==> src/rtl/fixed_to_float_seq_pkg.sv <==
// -----------------------------------------------------------------------------
// fixed_to_float_seq_pkg
// Shared constants and types for the fixed/float converters.
//   - Word width, exponent width and bias of IEEE-754 single precision.
//   - Hidden-bit position of the normalized magnitude and the mantissa slice.
//   - FSM state encoding and the magnitude-register operation encoding.
// -----------------------------------------------------------------------------
package fixed_to_float_seq_pkg;

   localparam int F2F_WORD_W     = 32;
   localparam int F2F_EXP_W      = 8;
   localparam int F2F_EXP_BIAS   = 127;
   localparam int F2F_HIDDEN_BIT = 26;
   localparam int F2F_MANT_HI    = 25;
   localparam int F2F_MANT_LO    = 3;

   typedef enum logic [1:0] {
      ST_IDLE = 2'd0,
      ST_NORM = 2'd1,
      ST_PACK = 2'd2
   } state_t;

   typedef enum logic [1:0] {
      MAG_HOLD = 2'd0,
      MAG_LOAD = 2'd1,
      MAG_SHL  = 2'd2,
      MAG_SHR  = 2'd3
   } mag_op_t;

endpackage

==> src/rtl/shift_reg_norm.sv <==
// -----------------------------------------------------------------------------
// shift_reg_norm
// Magnitude register used during normalization: load, shift left by one,
// shift right by one (logical), or hold.
// Ports:
//   i_clk      clock, rising edge
//   i_rst_n    asynchronous active-low reset, clears the register
//   i_op       operation select (mag_op_t)
//   i_load_val value taken on MAG_LOAD
//   o_mag      current register contents
// -----------------------------------------------------------------------------
module shift_reg_norm
   import fixed_to_float_seq_pkg::*;
#(
   parameter int W = F2F_WORD_W
) (
   input  logic          i_clk,
   input  logic          i_rst_n,
   input  mag_op_t       i_op,
   input  logic [W-1:0]  i_load_val,
   output logic [W-1:0]  o_mag
);

   logic [W-1:0] r_mag;

   always_ff @(posedge i_clk or negedge i_rst_n) begin
      if (!i_rst_n) begin
         r_mag <= '0;
      end else begin
         case (i_op)
            MAG_LOAD: r_mag <= i_load_val;
            MAG_SHL:  r_mag <= {r_mag[W-2:0], 1'b0};
            MAG_SHR:  r_mag <= {1'b0, r_mag[W-1:1]};
            default:  r_mag <= r_mag;
         endcase
      end
   end

   assign o_mag = r_mag;

endmodule

==> src/rtl/fixed_to_float_seq.sv <==
// -----------------------------------------------------------------------------
// fixed_to_float_seq
// Sequential converter from signed fixed point (value = FIXED / 2^FRAC) to an
// IEEE-754 single. The magnitude is shifted one bit per cycle until its
// leading one sits on the hidden-bit position, then sign/exponent/mantissa
// are packed (mantissa truncated).
// Ports:
//   CLK         clock, rising edge
//   RST         asynchronous active-low reset
//   START       conversion request, honoured only in IDLE
//   FIXED       signed operand, captured on the accepting edge
//   BUSY        high from the accepting edge until the edge that raises DONE
//   DONE        one-cycle pulse, FLOAT valid while high
//   FLOAT       result, held until the next DONE
//   o_dbg_state current FSM state for observation
// Handshake: a request is START=1 sampled on a rising edge while the FSM is in
// IDLE; every other START is dropped. DONE=1 for exactly one cycle marks a
// valid FLOAT, and the FSM is already back in IDLE during that cycle, so a
// START held there is accepted on the following edge.
// -----------------------------------------------------------------------------
module fixed_to_float_seq
   import fixed_to_float_seq_pkg::*;
#(
   parameter int P    = F2F_WORD_W,
   parameter int FRAC = F2F_HIDDEN_BIT
) (
   input  logic          CLK,
   input  logic          RST,
   input  logic          START,
   input  logic [P-1:0]  FIXED,
   output logic          BUSY,
   output logic          DONE,
   output logic [P-1:0]  FLOAT,
   output state_t        o_dbg_state
);

   localparam logic [F2F_EXP_W-1:0] EXP_BIAS = F2F_EXP_W'(F2F_EXP_BIAS);

   state_t                r_state;
   state_t                w_next_state;
   mag_op_t               w_mag_op;
   logic [P-1:0]          w_mag;
   logic [P-1:0]          w_abs;
   logic                  r_sign;
   logic [F2F_EXP_W-1:0]  r_exp;
   logic                  r_busy;
   logic                  r_done;
   logic [P-1:0]          r_float;

   // Negating the most negative value wraps back to itself, which read as
   // unsigned is exactly its magnitude.
   assign w_abs = FIXED[P-1] ? (-FIXED) : FIXED;

   shift_reg_norm #(
      .W (P)
   ) u_mag (
      .i_clk      (CLK),
      .i_rst_n    (RST),
      .i_op       (w_mag_op),
      .i_load_val (w_abs),
      .o_mag      (w_mag)
   );

   always_ff @(posedge CLK or negedge RST) begin
      if (!RST) begin
         r_state <= ST_IDLE;
      end else begin
         r_state <= w_next_state;
      end
   end

   always_comb begin
      w_next_state = r_state;
      w_mag_op     = MAG_HOLD;
      case (r_state)
         ST_IDLE: begin
            if (START) begin
               w_mag_op     = MAG_LOAD;
               w_next_state = (FIXED == '0) ? ST_PACK : ST_NORM;
            end
         end
         ST_NORM: begin
            // Too large first, then too small, else the leading one is home.
            if (|w_mag[P-1:FRAC+1]) begin
               w_mag_op = MAG_SHR;
            end else if (!w_mag[FRAC]) begin
               w_mag_op = MAG_SHL;
            end else begin
               w_next_state = ST_PACK;
            end
         end
         ST_PACK: begin
            w_next_state = ST_IDLE;
         end
         default: begin
            w_next_state = ST_IDLE;
         end
      endcase
   end

   // Sign, exponent and handshake registers follow the chosen magnitude op.
   always_ff @(posedge CLK or negedge RST) begin
      if (!RST) begin
         r_sign  <= 1'b0;
         r_exp   <= '0;
         r_busy  <= 1'b0;
         r_done  <= 1'b0;
         r_float <= '0;
      end else begin
         r_done <= 1'b0;
         case (w_mag_op)
            MAG_LOAD: begin
               r_sign <= FIXED[P-1];
               r_exp  <= EXP_BIAS;
               r_busy <= 1'b1;
            end
            MAG_SHR: r_exp <= r_exp + 1'b1;
            MAG_SHL: r_exp <= r_exp - 1'b1;
            default: r_exp <= r_exp;
         endcase
         if (r_state == ST_PACK) begin
            r_busy <= 1'b0;
            r_done <= 1'b1;
            // A zero magnitude has no leading one; emit +0 regardless of sign.
            if (w_mag == '0) begin
               r_float <= '0;
            end else begin
               r_float <= {r_sign, r_exp, w_mag[F2F_MANT_HI:F2F_MANT_LO]};
            end
         end
      end
   end

   assign BUSY        = r_busy;
   assign DONE        = r_done;
   assign FLOAT       = r_float;
   assign o_dbg_state = r_state;

endmodule

==> config.mk <==
export PLATFORM = sky130hd
export DESIGN_NAME = fixed_to_float_seq
export DESIGN_NICKNAME = d
export VERILOG_FILES = /design/src/rtl/fixed_to_float_seq_pkg.sv /design/src/rtl/shift_reg_norm.sv /design/src/rtl/fixed_to_float_seq.sv
export SDC_FILE = /design/constraint.sdc
export NUM_CORES = 1
export LEC_CHECK = 0
export BUFFER_PORTS_ARGS = -buffer_cell sky130_fd_sc_hd__buf_2
export CORE_UTILIZATION = 30
export CTS_CLUSTER_DIAMETER = 80
export CTS_CLUSTER_SIZE = 10
export DETAILED_ROUTE_END_ITERATION = 8
export PLACE_DENSITY = 0.53
export SLEW_MARGIN = 0
export SYNTH_ARGS = -nofsm -noshare
export SYNTH_HDL_FRONTEND = slang
export SYNTH_SLANG_ARGS = --single-unit
==> constraint.sdc <==
create_clock -name CLK -period 4.3 [get_ports CLK]
set_input_delay 0.645 -clock CLK [delete_from_list [all_inputs] [get_ports CLK]]
set_output_delay 0.645 -clock CLK [all_outputs]
set_load 0.05 [all_outputs]
==> flow_metrics.tcl <==
set metrics [dict create \
    synth-async-reset-ratio_pct 100.0 \
    fin_crit_ns 3.296 \
    wl_per_cell_um 17.61 \
    port_buffers 70 \
    dpl-instance-area_um2 4862 \
    status "complete, no violations" \
    dp_hpwl_mm 8.693 \
    timing.rr.start "u_mag.o_mag[27]" \
    routed-via-count 3685 \
    design_area_um2 5177 \
    r2r_slack_ns 1.00 \
    die_area_um2 14960 \
    cts_tree "built" \
    ys_seq_area_share_pct 44.38 \
    cts_buffers 9 \
    cts_sinks 77 \
    critical_path_required_ns 4.53 \
    path_clk_slew_ns 0.06 \
    ioPinCount 71 \
    syn_to_final_growth_pct 19.25 \
    finish.utilization_pct 37.01 \
    timing.fmax_ghz 0.3034 \
    drc 0 \
    finalSetupViolations 0 \
    core.rowCount 43 \
    crit_end "r_exp[7]" \
    r2r_cells 11 \
    fin_skew_ns 0.006003 \
    n_antenna_cell 0 \
    grt_pass1_wl_mm 20.11 \
    tns_ns 0 \
    critical_path_peak_fanout 9 \
    grt_pass1_vias 3680 \
    reg2reg_to "r_exp[7]" \
    die_w_um 122.3 \
    hold_class "in2async" \
    drive_above_1_share_pct 24.66 \
    antenna_found_initial 0 \
    grt_usage_pct 17.55 \
    drv_cap 0 \
    ctsHoldBuffers 0 \
    grt_overflow_total 0 \
    ir_drop_mv 0.2781 \
    antenna_left 0 \
    leakage_nw 2.209 \
    grt_max_degree 78 \
    worst_setup_path_end_kind "flip-flop" \
    design.core.area_um2 13990 \
    ys_types 50 \
    worst_path_max_delay_cell "or4_1" \
    root_buffer "clkbuf_16" \
    synth_cells 449 \
    fin_crit_sh_pct 76.66 \
    tightestPinTransition_ns 1.065 \
    syn_nets 493 \
    max_slew_margin_pct 28.86 \
    cts.htree.levels 3 \
    p_per_area_nw_per_um2 924.0 \
    cts_buffer_depth 2 \
    cts_setup_buffers 0 \
    slowest_delay_ns 0.59 \
    crit_chain "or4_1 > or2_2 > nor3_1 > buf_4 > ha_1 > a211oi_1 > nor2_1 > o31ai_1 > nand3_1 > o211ai_1 > mux2_2" \
    dieHeight_um 122.3 \
    path_class "reg2reg" \
    synth_seq_cells 77 \
    syn_area_um2 4342 \
    cp-start-kind "flip-flop" \
    drtIter0Drc 326 \
    first_pass_iters 4 \
    start_util_pct 31.04 \
    final-hold-violation-count 0 \
    clkLatencyLatePin_ns 0.34 \
    crit_start "u_mag.o_mag[27]" \
    vias_per_cell 5.333 \
    gp_congestion 0.8256 \
    final_nets 551 \
    slew_viol_final 0 \
    grt_setup_unrepaired "false" \
    cts_resized 0 \
    p_total_w 0.004784 \
    ys.flop_type "dfrtp_1" \
    synth_edf_count 0 \
    syn_avg_cell_area_um2 9.670 \
    cp.arrival_ns 3.52 \
    ys_warn_count 0 \
    drt_wl_total_mm 12.17 \
]
[sequential cells by signal, indices dropped and copies added (netlist names)]
| register | cells |
|---|---|
| FLOAT | 32 |
| u_mag.o_mag | 32 |
| r_exp | 8 |
| o_dbg_state | 2 |
| BUSY | 1 |
| DONE | 1 |
| r_sign | 1 |
[stage by stage]
stage               hold slack, ns  std cells  setup slack (ns)
CTS                         0.5032        691            0.9912
global placement            0.4843        676             1.058
floorplan                   0.3494        449            0.7301
global route                0.5116        691            0.7242
detailed placement          0.4901        676             1.011
finish                      0.4391        691             1.004
[report_power, final]
part	switching [W]	internal (W)
logic	0.00162	0.000886
registers	0.000374	0.00109
clock network	0.000296	0.000520
total	0.00229	0.00250
[cell usage in the layout (no fill, tap or decap), drive strengths merged, types with 4 or more instances in the layout]
| cell type | instances |
|---|---|
| or4 | 7 |
| buf | 77 |
| o21ai | 33 |
| a211oi | 4 |
| nor4 | 12 |
| a22o | 10 |
| a221oi | 13 |
| mux2 | 24 |
| o41ai | 9 |
| nor2 | 42 |
| xor2 | 17 |
| a21oi | 33 |
| ha | 8 |
| nand3 | 9 |
| o31ai | 10 |
| nand2 | 30 |
| xnor2 | 16 |
| dfrtp | 77 |
| nand2b | 5 |
| clkbuf | 11 |
| a22oi | 5 |
| nor3 | 10 |
[synth_stat cells (4+ instances only)]
cell	count	share of area [%]
a21oi_1	33	3.8
a211oi_1	4	0.69
o41ai_1	7	1.4
o21ai_0	31	3.6
clkbuf_1	26	2.2
a22o_1	10	2.0
xor2_1	17	3.4
mux2_2	24	6.2
dfrtp_1	77	44
ha_1	8	2.3
or4_1	6	1.0
a221oi_1	13	2.6
nor2_1	42	3.6
nor4_1	12	1.7
nand2_1	30	2.6
xnor2_1	16	3.2
nand3_1	9	1.0
nor3_1	10	1.2
nand2b_1	5	0.72
a22oi_1	5	0.86
o31ai_1	10	1.7
[worst min-delay path by stage]
stage | from | endpoint | depth (start not counted)
2_1_floorplan | RST | BUSY | 0
3_3_place_gp | r_sign | r_sign | 2
3_5_place_dp | r_sign | r_sign | 2
4_1_cts | RST | FLOAT[22] | 1
5_1_grt | FLOAT[17] | FLOAT[17] | 1
6_report | RST | FLOAT[22] | 1
[critical path, delay by kind of cell, from the launching register on]
kind / cells / cell delay [ns]
simple gates: 5 / 1.34
compound gates: 3 / 0.65
fa+ha+maj: 1 / 0.26
mux: 1 / 0.35
buf+inv: 1 / 0.21
flops: 1 / 0.38
[cells by family (layout without fill, tap and decap cells)]
logic type	Yosys count	count (layout)	synth area share, %
DFF	77	77	44.38
and+or+nand+nor	130	130	14.47
buffers and inverters	33	95	2.882
adders and majority gates	9	9	2.767
AOI/OAI and AO/OA	142	142	22.39
xor gates and xnor gates	33	33	6.657
muxes	25	25	6.455
[area by class of cell]
cell class | count | area [µm²]
tap | 180 | 225.2
clock inverter | 4 | 72.57
inverter | 3 | 11.26
sequential | 77 | 1927
fill | 1456 | 8811
multi-input combinational | 339 | 2293
timing repair buffer | 77 | 405.4
clock buffer | 11 | 242.7
[layer usage]
layer / vias to the layer above / share of wire, % / track usage, %
li1: 1788 / - / -
met1: 1759 / 48 / 25.46
met2: 122 / 44 / 25.32
met3: 16 / 5.9 / 3.067
met4: 0 / 2.0 / 7.774
met5: - / 0 / 0
Note: power is estimated with default switching activity, not from simulation.
